===== src/rtl/max7219_slave_pkg.sv =====
// Shared constants for the MAX7219 receiver: register map, FSM state type and defaults.
package max7219_pkg;

    localparam int unsigned FRAME_BITS_DEFAULT  = 16;
    localparam int unsigned SYNC_STAGES_DEFAULT = 2;

    localparam logic [3:0] REG_NOOP      = 4'h0;
    localparam logic [3:0] REG_DIGIT0    = 4'h1;
    localparam logic [3:0] REG_DIGIT1    = 4'h2;
    localparam logic [3:0] REG_DIGIT2    = 4'h3;
    localparam logic [3:0] REG_DIGIT3    = 4'h4;
    localparam logic [3:0] REG_DIGIT4    = 4'h5;
    localparam logic [3:0] REG_DIGIT5    = 4'h6;
    localparam logic [3:0] REG_DIGIT6    = 4'h7;
    localparam logic [3:0] REG_DIGIT7    = 4'h8;
    localparam logic [3:0] REG_DECODE    = 4'h9;
    localparam logic [3:0] REG_INTENSITY = 4'hA;
    localparam logic [3:0] REG_SCANLIM   = 4'hB;
    localparam logic [3:0] REG_SHUTDOWN  = 4'hC;
    localparam logic [3:0] REG_TEST      = 4'hF;

    typedef enum logic [1:0] {
        IDLE  = 2'd0,
        SHIFT = 2'd1,
        LATCH = 2'd2
    } state_t;

endpackage


===== src/rtl/max7219_slave_if.sv =====
// SPI link pins between the face-pattern controller (master) and the MAX7219 model (slave).
interface max7219_slave_if;
    logic sclk;
    logic mosi;
    logic cs;
    logic dout;

    modport master (output sclk, output mosi, output cs, input dout);
    modport slave  (input sclk, input mosi, input cs, output dout);
endinterface


===== src/rtl/max7219_slave_sync.sv =====
// N-stage synchronizer for sclk/mosi/cs with edge pulses on sclk and cs.
module spi_slave_sync
    import max7219_pkg::*;
#(
    parameter int unsigned STAGES = SYNC_STAGES_DEFAULT
) (
    input  logic clk,
    input  logic reset,
    input  logic sclk,
    input  logic mosi,
    input  logic cs,
    output logic mosi_s,
    output logic sclk_rise,
    output logic sclk_fall,
    output logic cs_rise,
    output logic cs_fall
);

    logic [STAGES-1:0] sclk_q;
    logic [STAGES-1:0] mosi_q;
    logic [STAGES-1:0] cs_q;
    logic              sclk_prev;
    logic              cs_prev;

    // cs chain clears to 0 so a cs held low through reset release never looks like a fall
    always_ff @(posedge clk) begin
        if (reset) begin
            sclk_q    <= '0;
            mosi_q    <= '0;
            cs_q      <= '0;
            sclk_prev <= 1'b0;
            cs_prev   <= 1'b0;
        end else begin
            sclk_q[0] <= sclk;
            mosi_q[0] <= mosi;
            cs_q[0]   <= cs;
            for (int unsigned i = 1; i < STAGES; i++) begin
                sclk_q[i] <= sclk_q[i-1];
                mosi_q[i] <= mosi_q[i-1];
                cs_q[i]   <= cs_q[i-1];
            end
            sclk_prev <= sclk_q[STAGES-1];
            cs_prev   <= cs_q[STAGES-1];
        end
    end

    assign mosi_s    = mosi_q[STAGES-1];
    assign sclk_rise =  sclk_q[STAGES-1] & ~sclk_prev;
    assign sclk_fall = ~sclk_q[STAGES-1] &  sclk_prev;
    assign cs_rise   =  cs_q[STAGES-1]   & ~cs_prev;
    assign cs_fall   = ~cs_q[STAGES-1]   &  cs_prev;

endmodule


===== src/rtl/max7219_slave.sv =====
// MAX7219 model: LOAD-framed SPI receiver, register decode and 8x8 frame buffer with row readout.
module max7219_slave
    import max7219_pkg::*;
#(
    parameter int unsigned FRAME_BITS  = FRAME_BITS_DEFAULT,
    parameter int unsigned SYNC_STAGES = SYNC_STAGES_DEFAULT
) (
    input  logic                  clk,
    input  logic                  reset,
    max7219_slave_if.slave        spi,
    output logic                  frame_valid,
    output logic                  frame_err,
    output logic [3:0]            frame_addr,
    output logic [7:0]            frame_data,
    output logic                  shutdown_n,
    output logic [7:0]            decode_mode,
    output logic [3:0]            intensity,
    output logic [2:0]            scan_limit,
    output logic                  display_test,
    input  logic [2:0]            row_sel,
    output logic [7:0]            row_data
);

    localparam logic [5:0] FRAME_LIMIT = 6'(FRAME_BITS);

    logic       mosi_s;
    logic       sclk_rise;
    logic       sclk_fall;
    logic       cs_rise;
    logic       cs_fall;

    state_t     state;
    logic [15:0] sr;
    logic [4:0]  bit_cnt;
    logic        dout_q;
    logic [7:0]  rows [8];
    logic [2:0]  row_idx;

    spi_slave_sync #(
        .STAGES (SYNC_STAGES)
    ) u_sync (
        .clk       (clk),
        .reset     (reset),
        .sclk      (spi.sclk),
        .mosi      (spi.mosi),
        .cs        (spi.cs),
        .mosi_s    (mosi_s),
        .sclk_rise (sclk_rise),
        .sclk_fall (sclk_fall),
        .cs_rise   (cs_rise),
        .cs_fall   (cs_fall)
    );

    // digit addresses 1..8 map to rows 0..7; the low three address bits minus one wrap 8 onto 7
    assign row_idx  = sr[10:8] - 3'd1;
    assign spi.dout = dout_q;

    always_ff @(posedge clk) begin
        if (reset) begin
            state        <= IDLE;
            sr           <= '0;
            bit_cnt      <= '0;
            dout_q       <= 1'b0;
            frame_valid  <= 1'b0;
            frame_err    <= 1'b0;
            frame_addr   <= '0;
            frame_data   <= '0;
            shutdown_n   <= 1'b0;
            decode_mode  <= '0;
            intensity    <= '0;
            scan_limit   <= '0;
            display_test <= 1'b0;
            for (int unsigned i = 0; i < 8; i++) begin
                rows[i] <= '0;
            end
        end else begin
            frame_valid <= 1'b0;
            frame_err   <= 1'b0;
            case (state)
                IDLE: begin
                    if (cs_fall) begin
                        bit_cnt <= '0;
                        state   <= SHIFT;
                    end
                end
                SHIFT: begin
                    if (sclk_rise) begin
                        sr <= {sr[14:0], mosi_s};
                        if (bit_cnt != '1) begin
                            bit_cnt <= bit_cnt + 5'd1;
                        end
                    end
                    if (sclk_fall) begin
                        dout_q <= sr[15];
                    end
                    if (cs_rise) begin
                        state <= LATCH;
                    end
                end
                LATCH: begin
                    state <= IDLE;
                    if ({1'b0, bit_cnt} < FRAME_LIMIT) begin
                        frame_err <= 1'b1;
                    end else begin
                        frame_valid <= 1'b1;
                        frame_addr  <= sr[11:8];
                        frame_data  <= sr[7:0];
                        case (sr[11:8])
                            REG_DIGIT0, REG_DIGIT1, REG_DIGIT2, REG_DIGIT3,
                            REG_DIGIT4, REG_DIGIT5, REG_DIGIT6, REG_DIGIT7:
                                rows[row_idx] <= sr[7:0];
                            REG_DECODE:    decode_mode  <= sr[7:0];
                            REG_INTENSITY: intensity    <= sr[3:0];
                            REG_SCANLIM:   scan_limit   <= sr[2:0];
                            REG_SHUTDOWN:  shutdown_n   <= sr[0];
                            REG_TEST:      display_test <= sr[0];
                            REG_NOOP:      ;
                            default:       ;
                        endcase
                    end
                end
                default: state <= IDLE;
            endcase
        end
    end

    always_comb begin
        row_data = '0;
        if (display_test) begin
            row_data = 8'hFF;
        end else if (shutdown_n && (row_sel <= scan_limit)) begin
            row_data = rows[row_sel];
        end
    end

endmodule


===== src/flat_wrapper.sv =====
// flat-port wrapper written by rule: the top's interface ports become plain ports
module max7219_slave_flat import max7219_pkg::*;
#(
    parameter int unsigned FRAME_BITS  = FRAME_BITS_DEFAULT,
    parameter int unsigned SYNC_STAGES = SYNC_STAGES_DEFAULT
)
  (clk, reset, frame_valid, frame_err, frame_addr, frame_data, shutdown_n, decode_mode, intensity, scan_limit, display_test, row_sel, row_data, spi_sclk, spi_mosi, spi_cs, spi_dout);
  max7219_slave_if spi_i ();
  input  logic clk;
  input  logic reset;
  output logic frame_valid;
  output logic frame_err;
  output logic [3:0] frame_addr;
  output logic [7:0] frame_data;
  output logic shutdown_n;
  output logic [7:0] decode_mode;
  output logic [3:0] intensity;
  output logic [2:0] scan_limit;
  output logic display_test;
  input  logic [2:0] row_sel;
  output logic [7:0] row_data;
  input wire logic [$bits(spi_i.sclk)-1:0] spi_sclk;
  input wire logic [$bits(spi_i.mosi)-1:0] spi_mosi;
  input wire logic [$bits(spi_i.cs)-1:0] spi_cs;
  output wire logic [$bits(spi_i.dout)-1:0] spi_dout;
  assign spi_i.sclk = spi_sclk;
  assign spi_i.mosi = spi_mosi;
  assign spi_i.cs = spi_cs;
  assign spi_dout = spi_i.dout;
  max7219_slave #(.FRAME_BITS(FRAME_BITS), .SYNC_STAGES(SYNC_STAGES)) u_core (.clk(clk), .reset(reset), .spi(spi_i), .frame_valid(frame_valid), .frame_err(frame_err), .frame_addr(frame_addr), .frame_data(frame_data), .shutdown_n(shutdown_n), .decode_mode(decode_mode), .intensity(intensity), .scan_limit(scan_limit), .display_test(display_test), .row_sel(row_sel), .row_data(row_data));
endmodule

===== config.mk =====
export PLATFORM = sky130hd
export DESIGN_NAME = max7219_slave_flat
export DESIGN_NICKNAME = d
export VERILOG_FILES = /design/src/rtl/max7219_slave_pkg.sv /design/src/rtl/max7219_slave_if.sv /design/src/rtl/max7219_slave_sync.sv /design/src/rtl/max7219_slave.sv /design/src/flat_wrapper.sv
export SDC_FILE = /design/constraint.sdc
export NUM_CORES = 1
export LEC_CHECK = 0
export ABC_AREA = 1
export BUFFER_PORTS_ARGS = -buffer_cell sky130_fd_sc_hd__buf_2
export CORE_AREA = 3 3 129 156
export DETAILED_ROUTE_END_ITERATION = 8
export DIE_AREA = 0 0 132 159
export HOLD_SLACK_MARGIN = 0.08
export PLACE_DENSITY = 0.52
export SKIP_LAST_GASP = 1
export SYNTH_ARGS = -nofsm -noshare
export SYNTH_HDL_FRONTEND = slang
export SYNTH_SLANG_ARGS = --single-unit

===== constraint.sdc =====
create_clock -name clk -period 3.6 [get_ports clk]
set_input_delay 0 -clock clk [delete_from_list [all_inputs] [get_ports clk]]
set_output_delay 0 -clock clk [all_outputs]
set_load 0.03 [all_outputs]

==> impl_metrics.ini, run 1 <==
[status]
outcome = complete, no violations

[power]
p_switching_w = 0.000727
p_int_w = 0.00260
p_comb_share_pct = 4.4
clkPwrFrac_pct = 48.8
swShare_pct = 21.9
p_per_area_mw_per_mm2 = 496
p_seq_share_pct = 46.8
peakVddDrop_mv = 0.291
leakage_nw = 2.83

[worst_setup_path]
reg2regPathDepth = 6
cp-end-kind = output port
cp.required_ns = 3.60
reg2reg_from = u_core.sr[8]$_SDFFE_PP0P_
r2r_end = u_core.rows[0][5]$_SDFFCE_PN0P_
cp_max_fo = 8
critical_path.startpoint_type = register
arrival_ns = 2.46
crit_type = reg2out
r2r_slack_ns = 1.20

[routing]
wl_per_cell_um = 14.1
ant_nets = 0
vias_per_cell = 4.39
drt-initial-drc-count = 329
drt_first_pass_iters = 5
wirelength_mm = 13.7
drc = 0
vias = 4258

[timing]
maxSlewViolCount = 0
slew_headroom_pct = 51.6
rsz0062_at_grt = false
hold_viol = 0
fin_crit_sh_pct = 68.2
fin_tns_setup_ns = 0
tightest_slew_ns = 0.726
max_freq_ghz = 0.407
finClkSkew_ns = 0.00977
setup_viol = 0
period_minus_slack_ns = 2.46

[synth]
synth.top_cell.area_share_pct = 34.4
syn_inst = 647
synth-seq-cells = 127
synthesis.area_mm2 = 0.00559
yosys_warnings = 0
synth_edf_count = 64
syn_area_per_cell_um2 = 8.64
yosys.area.top_type = edfxtp_1
synth_most_common_cell = nor2_1
ys_types = 32
synthArstFlopShare_pct = 0
ys_top_cells_by_area = edfxtp_1, dfxtp_1, nor2_1
ys.flop_type = edfxtp_1
yosysSeqAreaShare_pct = 56.9
synth_common_cells = nor2_1, nand2_1, inv_1
syn_nets = 664

[clocking]
clock-root-buffer = clkbuf_16
worstSkewPairLatency_ns = 0.42
clkSinkCount = 127
cts_made_buffers = 17
clockBufferDepth = 2
ctsHtreeMaxLevel = 4
cts_tree = yes
clk_pin_slew_ns = 0.06

[grt]
grt_overflow = 0
grt_pass1_vias = 4113
track_usage_pct = 13.5
grt_start_max_net_pins = 56
antenna_found_initial = 0
grt_pass1_wl_mm = 22.0

[floorplan]
initial_core_util_pct = 29.8
core_mm2 = 0.0188
die_y_um = 159
rows = 55
pin_count = 48
die_w_um = 132
die_area_mm2 = 0.0210

[final_layout]
layout-drive-gt1-share_pct = 15.7
area_growth_pct = 20.0
antennaDiodeCount = 0
fin_cells = 969
nNetsFinal = 717

[placed_design]
port_buffers = 47
dp_hpwl_mm = 9.32
dp_cells = 930
gp_congestion = 0.736

[hold_path]
min_to = u_core.u_sync.mosi_q[1]$_SDFF_PP0_
whs_path_depth = 2
min_from = u_core.u_sync.mosi_q[0]$_SDFF_PP0_
hold_class = reg2reg

[run]
drv_cap = 0
## layout by cell type (no fill, tap or decap), types with 4 or more instances in the layout
| cell type | n |
|---|---|
| ha_1 | 9 |
| edfxtp_1 | 64 |
| nand4_2 | 6 |
| dlygate4sd3_1 | 7 |
| clkbuf_16 | 19 |
| inv_1 | 65 |
| dfxtp_1 | 63 |
| a21oi_1 | 33 |
| or2_2 | 11 |
| o21ai_0 | 49 |
| buf_2 | 47 |
| nand3_1 | 49 |
| nor3_1 | 17 |
| clkinv_1 | 8 |
| nor2_1 | 140 |
| buf_4 | 5 |
| inv_2 | 4 |
| nand2_1 | 84 |
## how the worst max path moves through the flow
| stage | startpoint | end | slack (ns) | depth (start not counted) |
|---|---|---|---|---|
| 2_1_floorplan | u_core.sr[8]$_SDFFE_PP0P_ | u_core.rows[1][0]$_SDFFCE_PN0P_ | 1.10 | 7 |
| 3_3_place_gp | u_core.sr[8]$_SDFFE_PP0P_ | u_core.rows[0][1]$_SDFFCE_PN0P_ | 1.25 | 6 |
| 3_5_place_dp | u_core.sr[8]$_SDFFE_PP0P_ | u_core.rows[0][2]$_SDFFCE_PN0P_ | 1.16 | 6 |
| 4_1_cts | u_core.scan_limit[2]$_SDFFE_PP0P_ | row_data[6] | 1.07 | 8 |
| 5_1_grt | u_core.scan_limit[2]$_SDFFE_PP0P_ | row_data[0] | 0.93 | 8 |
| 6_report | u_core.scan_limit[2]$_SDFFE_PP0P_ | row_data[6] | 1.14 | 8 |
## flip-flops by register name, indices dropped and copies added (netlist names), 2 cells and up
name and flops:
u_core.decode_mode 8, u_core.state 2, u_core.u_sync.sclk_q 2, u_core.frame_addr 4, u_core.intensity 4, u_core.sr 16
u_core.u_sync.cs_q 2, u_core.rows 64, u_core.scan_limit 3, u_core.frame_data 8, u_core.u_sync.mosi_q 2, u_core.bit_cnt 5
## power by group through the flow
stage	logic (W)	registers (W)	clock network (W)
after floorplan	0.000105	0.00158	0
after global placement	0.000143	0.00159	0
after detailed placement	0.000143	0.00159	0
after CTS	0.000149	0.00156	0.00166
after global routing	0.000169	0.00156	0.00173
final	0.000146	0.00156	0.00162
## logic make-up after synthesis
family / synth area share, %
AND/OR/NAND/NOR: 26.0
AO/OA/AOI/OAI: 7.85
buffers and inverters: 7.23
adder cells (fa/ha/maj): 2.01
flip-flops: 56.9
## stage by stage
stage	utilization (%)	worst slack [ns]	cell area [um^2]	hold WS (ns)	power (W)
final	35.7	1.14	6710	0.403	0.00332
after global routing	35.7	0.929	6710	0.423	0.00346
after CTS	35.7	1.07	6710	0.405	0.00336
after detailed placement	32.3	1.16	6070	0.205	0.00173
after global placement	32.3	1.25	6070	0.207	0.00173
after floorplan	-	1.10	5590	0.107	0.00169
## per-layer routing
layer | track usage [%] | vias to the layer above | wire, um | share of wire, %
met5 | 0 | - | 0 | 0
met4 | 5.73 | 0 | 224 | 1.6
met3 | 3.32 | 16 | 444 | 3.2
met2 | 22.5 | 64 | 6770 | 50
met1 | 16.7 | 1954 | 6220 | 46
li1 | - | 2224 | - | -
## critical path, stage by stage, from the launching register on
cell	delay, ns
dfxtp_1	0.37
inv_1	0.07
ha_1	0.33
a21oi_1	0.14
nand2_1	0.06
a21oi_1	0.57
nand3_1	0.21
nand2_1	0.10
buf_2	0.19
## area by class of cell
type	instances	area [um^2]
Clock inverter	8	51.3
Inverter	77	289
Fill cell	1976	12100
Sequential cell	127	3180
Clock buffer	24	518
Timing Repair Buffer	59	343
Multi-Input combinational cell	418	2010
Tap cell	256	320
## repair_timing
item,4_1_cts,5_1_grt
gates resized for setup,0,0
endpoints found under the hold margin,14,0
buffers inserted,0,0
hold buffers,7,0
Note: power is estimated with default switching activity, not from simulation.
==> run 2: changes to the inputs <==
PLACE_DENSITY = 0.54   (was 0.52)
clock period = 2.2 ns   (was 3.6 ns; I/O delays follow)
==> impl_metrics.ini, run 2 (synthesized netlist as in run 1, its figures left out) <==
[worst_setup_path]
endpoint = row_data[0]
r2r_slack_ns = 0.19
cp.required_ns = 2.20
critical_path.startpoint_type = register
startpoint = u_core.scan_limit[2]$_SDFFE_PP0P_
reg2regPathDepth = 6
cp-end-kind = output port
reg2reg_from = u_core.sr[9]$_SDFFE_PP0P_
crit_type = reg2out
arrival_ns = 2.02
cp_max_fo = 8
r2r_end = u_core.rows[1][0]$_SDFFCE_PN0P_

[clocking]
clockBufferDepth = 2
ctsHtreeMaxLevel = 4
worstSkewPairLatency_ns = 0.41
clkSinkCount = 127
clock-root-buffer = clkbuf_16
cts_made_buffers = 17
cts_tree = yes
clk_pin_slew_ns = 0.06
post_cts_buffers = 0

[timing]
setup_viol = 0
fin_tns_setup_ns = 0
slew_headroom_pct = 63.2
rsz0062_at_grt = false
finClkSkew_ns = 0.00873
max_freq_ghz = 0.494
hold_viol = 0
fin_crit_sh_pct = 92.0
period_minus_slack_ns = 2.02
finalWorstSetupSlack_ns = 0.175
tightest_slew_ns = 0.551
maxSlewViolCount = 0

[floorplan]
initial_core_util_pct = 29.8
core_mm2 = 0.0188
die_area_mm2 = 0.0210
die_y_um = 159
rows = 55
die_w_um = 132
pin_count = 48

[power]
peakVddDrop_mv = 0.460
p_switching_w = 0.00124
p_comb_share_pct = 4.0
swShare_pct = 20.3
leakage_nw = 2.94
p_seq_share_pct = 41.7
p_per_area_mw_per_mm2 = 882
p_int_w = 0.00487
clkPwrFrac_pct = 54.4

[grt]
grt_pass1_vias = 4209
antenna_found_initial = 0
grt_pass1_wl_mm = 22.3
grt_start_max_net_pins = 56
grt_overflow = 0
track_usage_pct = 13.4

[final_layout]
largest_reg_flops = 64
top_register = u_core.rows
nNetsFinal = 728
layout-drive-gt1-share_pct = 17.5
final_common_cell = nor2_1
fin_cells = 980
final_cell_mix = nor2_1, nand2_1, inv_1
largest_registers = u_core.rows: 64 flops, u_core.sr: 16 flops
antennaDiodeCount = 0
area_growth_pct = 24.0
fin_area_mm2 = 0.00693

[routing]
vias_per_cell = 4.36
wl_per_cell_um = 14.0
wirelength_mm = 13.7
drc = 0
drt-initial-drc-count = 286
ant_nets = 0
vias = 4273
drt_first_pass_iters = 4

[run]
drv_cap = 0

[placed_design]
dp_cells = 941
port_buffers = 47
post-place-ws_ns = 0.201
place_area_mm2 = 0.00616
dp_hpwl_mm = 9.43
gp_congestion = 0.786

[hold_path]
hold_class = reg2reg

[status]
outcome = complete, no violations
## run 2: metal layers
layer	vias to the layer above	track usage, %	part of all wire (%)
met4	0	3.58	0.80
met3	7	3.26	3.6
met2	59	24.5	52
met5	-	0	0
li1	2245	-	-
met1	1962	15.8	43
## run 2: how the worst min path moves through the flow
stage / from / to / slack, ns / depth (start not counted)
after detailed placement: spi_mosi / u_core.u_sync.mosi_q[0]$_SDFF_PP0_ / 0.21 / 3
after CTS: u_core.u_sync.sclk_q[0]$_SDFF_PP0_ / u_core.u_sync.sclk_q[1]$_SDFF_PP0_ / 0.41 / 2
after global routing: u_core.u_sync.sclk_q[0]$_SDFF_PP0_ / u_core.u_sync.sclk_q[1]$_SDFF_PP0_ / 0.42 / 2
after floorplan: spi_cs / u_core.u_sync.cs_q[0]$_SDFF_PP0_ / 0.11 / 2
final: u_core.u_sync.mosi_q[0]$_SDFF_PP0_ / u_core.u_sync.mosi_q[1]$_SDFF_PP0_ / 0.40 / 2
after global placement: spi_cs / u_core.u_sync.cs_q[0]$_SDFF_PP0_ / 0.20 / 3
## run 2: final cells by class
type                       count  area (um^2)
sequential                   127         3180
timing repair buffer          70          425
clock buffer                  17          425
clock inverter                15          277
multi-input combinational    418         2010
tap                          256          320
inverter                      77          289
fill                        1906        11900
## run 2: through the flow
step           utilization [%]  hold slack (ns)  total power (W)
3_5_place_dp              32.8            0.206          0.00284
4_1_cts                   36.9            0.406          0.00617
5_1_grt                   36.9            0.425          0.00631
6_report                  36.9            0.403          0.00611
3_3_place_gp              32.8            0.201          0.00283
2_1_floorplan                -            0.107          0.00276
## run 2: what timing repair did
| item | in CTS | in global routing |
|---|---|---|
| endpoints found under the hold margin | 14 | 0 |
| resized for setup | 0 | 0 |
| hold buffers | 7 | 0 |
## run 2: worst max-delay path: stages (launching register included)
cell and delay (ns):
dfxtp_1 0.35, inv_1 0.05, ha_1 0.32, a21oi_1 0.13
nand2_1 0.06, a21oi_1 0.13, buf_4 0.19, nand3_1 0.12
nand2_1 0.07, buf_2 0.19
## run 2: power groups by stage
stage	logic, W	clock network [W]	registers (W)
3_3_place_gp	0.000236	0	0.00260
4_1_cts	0.000248	0.00338	0.00255
5_1_grt	0.000277	0.00348	0.00255
3_5_place_dp	0.000237	0	0.00260
2_1_floorplan	0.000172	0	0.00259
6_report	0.000242	0.00332	0.00255
==> run 3: changes to the inputs <==
CELL_PAD_IN_SITES_DETAIL_PLACEMENT = 0   (was unset)
CELL_PAD_IN_SITES_GLOBAL_PLACEMENT = 1   (was unset)
PLACE_DENSITY = 0.63   (was 0.54)
clock period = 1.9 ns   (was 2.2 ns; I/O delays follow)
==> impl_metrics.ini, run 3 (synthesized netlist as in run 1, its figures left out) <==
[status]
outcome = complete, no violations

[final_layout]
largest_reg_flops = 64
top_register = u_core.rows
antennaDiodeCount = 0
nNetsFinal = 732
largest_registers = u_core.rows: 64 flops, u_core.sr: 16 flops
area_growth_pct = 26.7
layout-drive-gt1-share_pct = 21.8
final.fill_count = 1874
final_common_cell = nor2_1
final_cell_mix = nor2_1, nand2_1, inv_1, edfxtp_1, dfxtp_1

[clocking]
clkSinkCount = 127
worstSkewPairLatency_ns = 0.41
clock-root-buffer = clkbuf_16
cts_made_buffers = 17
clk_pin_slew_ns = 0.06
cts_tree = yes
ctsHtreeMaxLevel = 4
clockBufferDepth = 2

[placed_design]
post-place-ws_ns = 0.0456
dp_hpwl_mm = 10.0
gp_congestion = 0.815
port_buffers = 47

[power]
peakVddDrop_mv = 0.535
leakage_nw = 2.94
p_seq_share_pct = 45.3
report.power.total_w = 0.00651
p_per_area_mw_per_mm2 = 919
clkPwrFrac_pct = 50.0
p_switching_w = 0.00136
p_int_w = 0.00516
swShare_pct = 20.8
p_comb_share_pct = 4.7

[grt]
grt_pass1_vias = 4325
grt_pass1_wl_mm = 22.2
antenna_found_initial = 0
track_usage_pct = 13.5
grt_overflow = 0
grt_start_max_net_pins = 56

[timing]
slew_headroom_pct = 62.2
rsz0062_at_grt = true
maxSlewViolCount = 0
setup_viol = 0
whs_ns = 0.405
tightest_slew_ns = 0.566
finClkSkew_ns = 0.00960
finalWorstSetupSlack_ns = 0.0827
period_minus_slack_ns = 1.82
max_freq_ghz = 0.550
fin_crit_sh_pct = 95.6
hold_viol = 0

[routing]
drc = 0
vias_per_cell = 4.47
drt-initial-drc-count = 240
wl_per_cell_um = 14.2
vias = 4402
ant_nets = 0
drt_first_pass_iters = 4
wirelength_mm = 13.9

[floorplan]
pin_count = 48
die_area_mm2 = 0.0210
core_mm2 = 0.0188
rows = 55
die_y_um = 159
die_w_um = 132
initial_core_util_pct = 29.8

[hold_path]
min_from = u_core.u_sync.cs_q[0]$_SDFF_PP0_
hold_class = reg2reg

[worst_setup_path]
critical_path.startpoint_type = register
slowest_delay_ns = 0.33
cp-end-kind = output port
crit_type = reg2out
cp_max_fo = 8
slowest_stage = dfxtp_2
arrival_ns = 1.82
crit_buf_inv = 3
cp_cell_sequence = inv_2 > ha_4 > a21oi_2 > nand2_1 > a21oi_2 > buf_6 > nand3_2 > nand2_1 > buf_6
cp.required_ns = 1.90
critPathTopFamily = buffers and inverters
startpoint = u_core.scan_limit[2]$_SDFFE_PP0P_
reg2reg_from = u_core.sr[9]$_SDFFE_PP0P_

[run]
drv_cap = 0
==> run 3: final timing paths <==
check	end	slack (ns)	cells past startpoint
worst max-delay path	row_data[3]	0.08	9
worst min-delay path	u_core.u_sync.cs_q[1]$_SDFF_PP0_	0.40	2
worst max register to register	u_core.rows[2][0]$_SDFFCE_PN0P_	0.09	7
worst min register to register	u_core.u_sync.cs_q[1]$_SDFF_PP0_	0.40	2
==> run 3: per-stage QoR <==
step	utilization (%)	area, um^2	setup TNS, ns	instances
finish	37.7	7090	0	984
global route	37.7	7090	-1.70	984
CTS	37.1	6970	0	983
detailed placement	33.2	6230	0	944
global placement	33.2	6230	0	944
floorplan	-	5640	-0.456	647
==> run 3: final cells by class <==
cell class	instances	area, um^2	share of cell area [%]
Sequential cell	127	3190	45.0
Multi-Input combinational cell	418	2160	30.5
Timing Repair Buffer	74	522	7.36
Clock buffer	23	503	7.10
Tap cell	256	320	4.52
Inverter	77	289	4.08
Clock inverter	9	100	1.41
==> run 3: timing repair <==
| action | in CTS | in global routing |
|---|---|---|
| pin swaps | 1 | 6 |
| hold buffers | 7 | 0 |
| endpoints found under the setup margin | 8 | 68 |
| gates resized for setup | 18 | 26 |
| buffers inserted | 0 | 1 |
| hold endpoints to repair | 14 | 0 |
==> run 3: worst register-to-register path, stage by stage, from the launching register on <==
cell,delay [ns]
dfxtp_1,0.37
inv_1,0.11
ha_1,0.22
inv_1,0.06
nand2_1,0.09
a21oi_1,0.25
nand2_2,0.12
o21ai_4,0.27
==> run 3: per-layer routing <==
| metal | wire, um | GRT usage (%) | part of all wire, % |
|---|---|---|---|
| met3 | 509 | 3.48 | 3.7 |
| met4 | 335 | 5.54 | 2.4 |
| met1 | 6200 | 15.9 | 45 |
| met5 | 0 | 0 | 0 |
| met2 | 6880 | 23.4 | 49 |
==> run 3: power groups by stage <==
stage / clock, W / combinational [W] / sequential (W)
after floorplan: 0 / 0.000204 / 0.00300
after global placement: 0 / 0.000280 / 0.00301
after detailed placement: 0 / 0.000283 / 0.00301
after CTS: 0.00332 / 0.000297 / 0.00295
after global routing: 0.00347 / 0.000344 / 0.00296
final: 0.00326 / 0.000304 / 0.00295
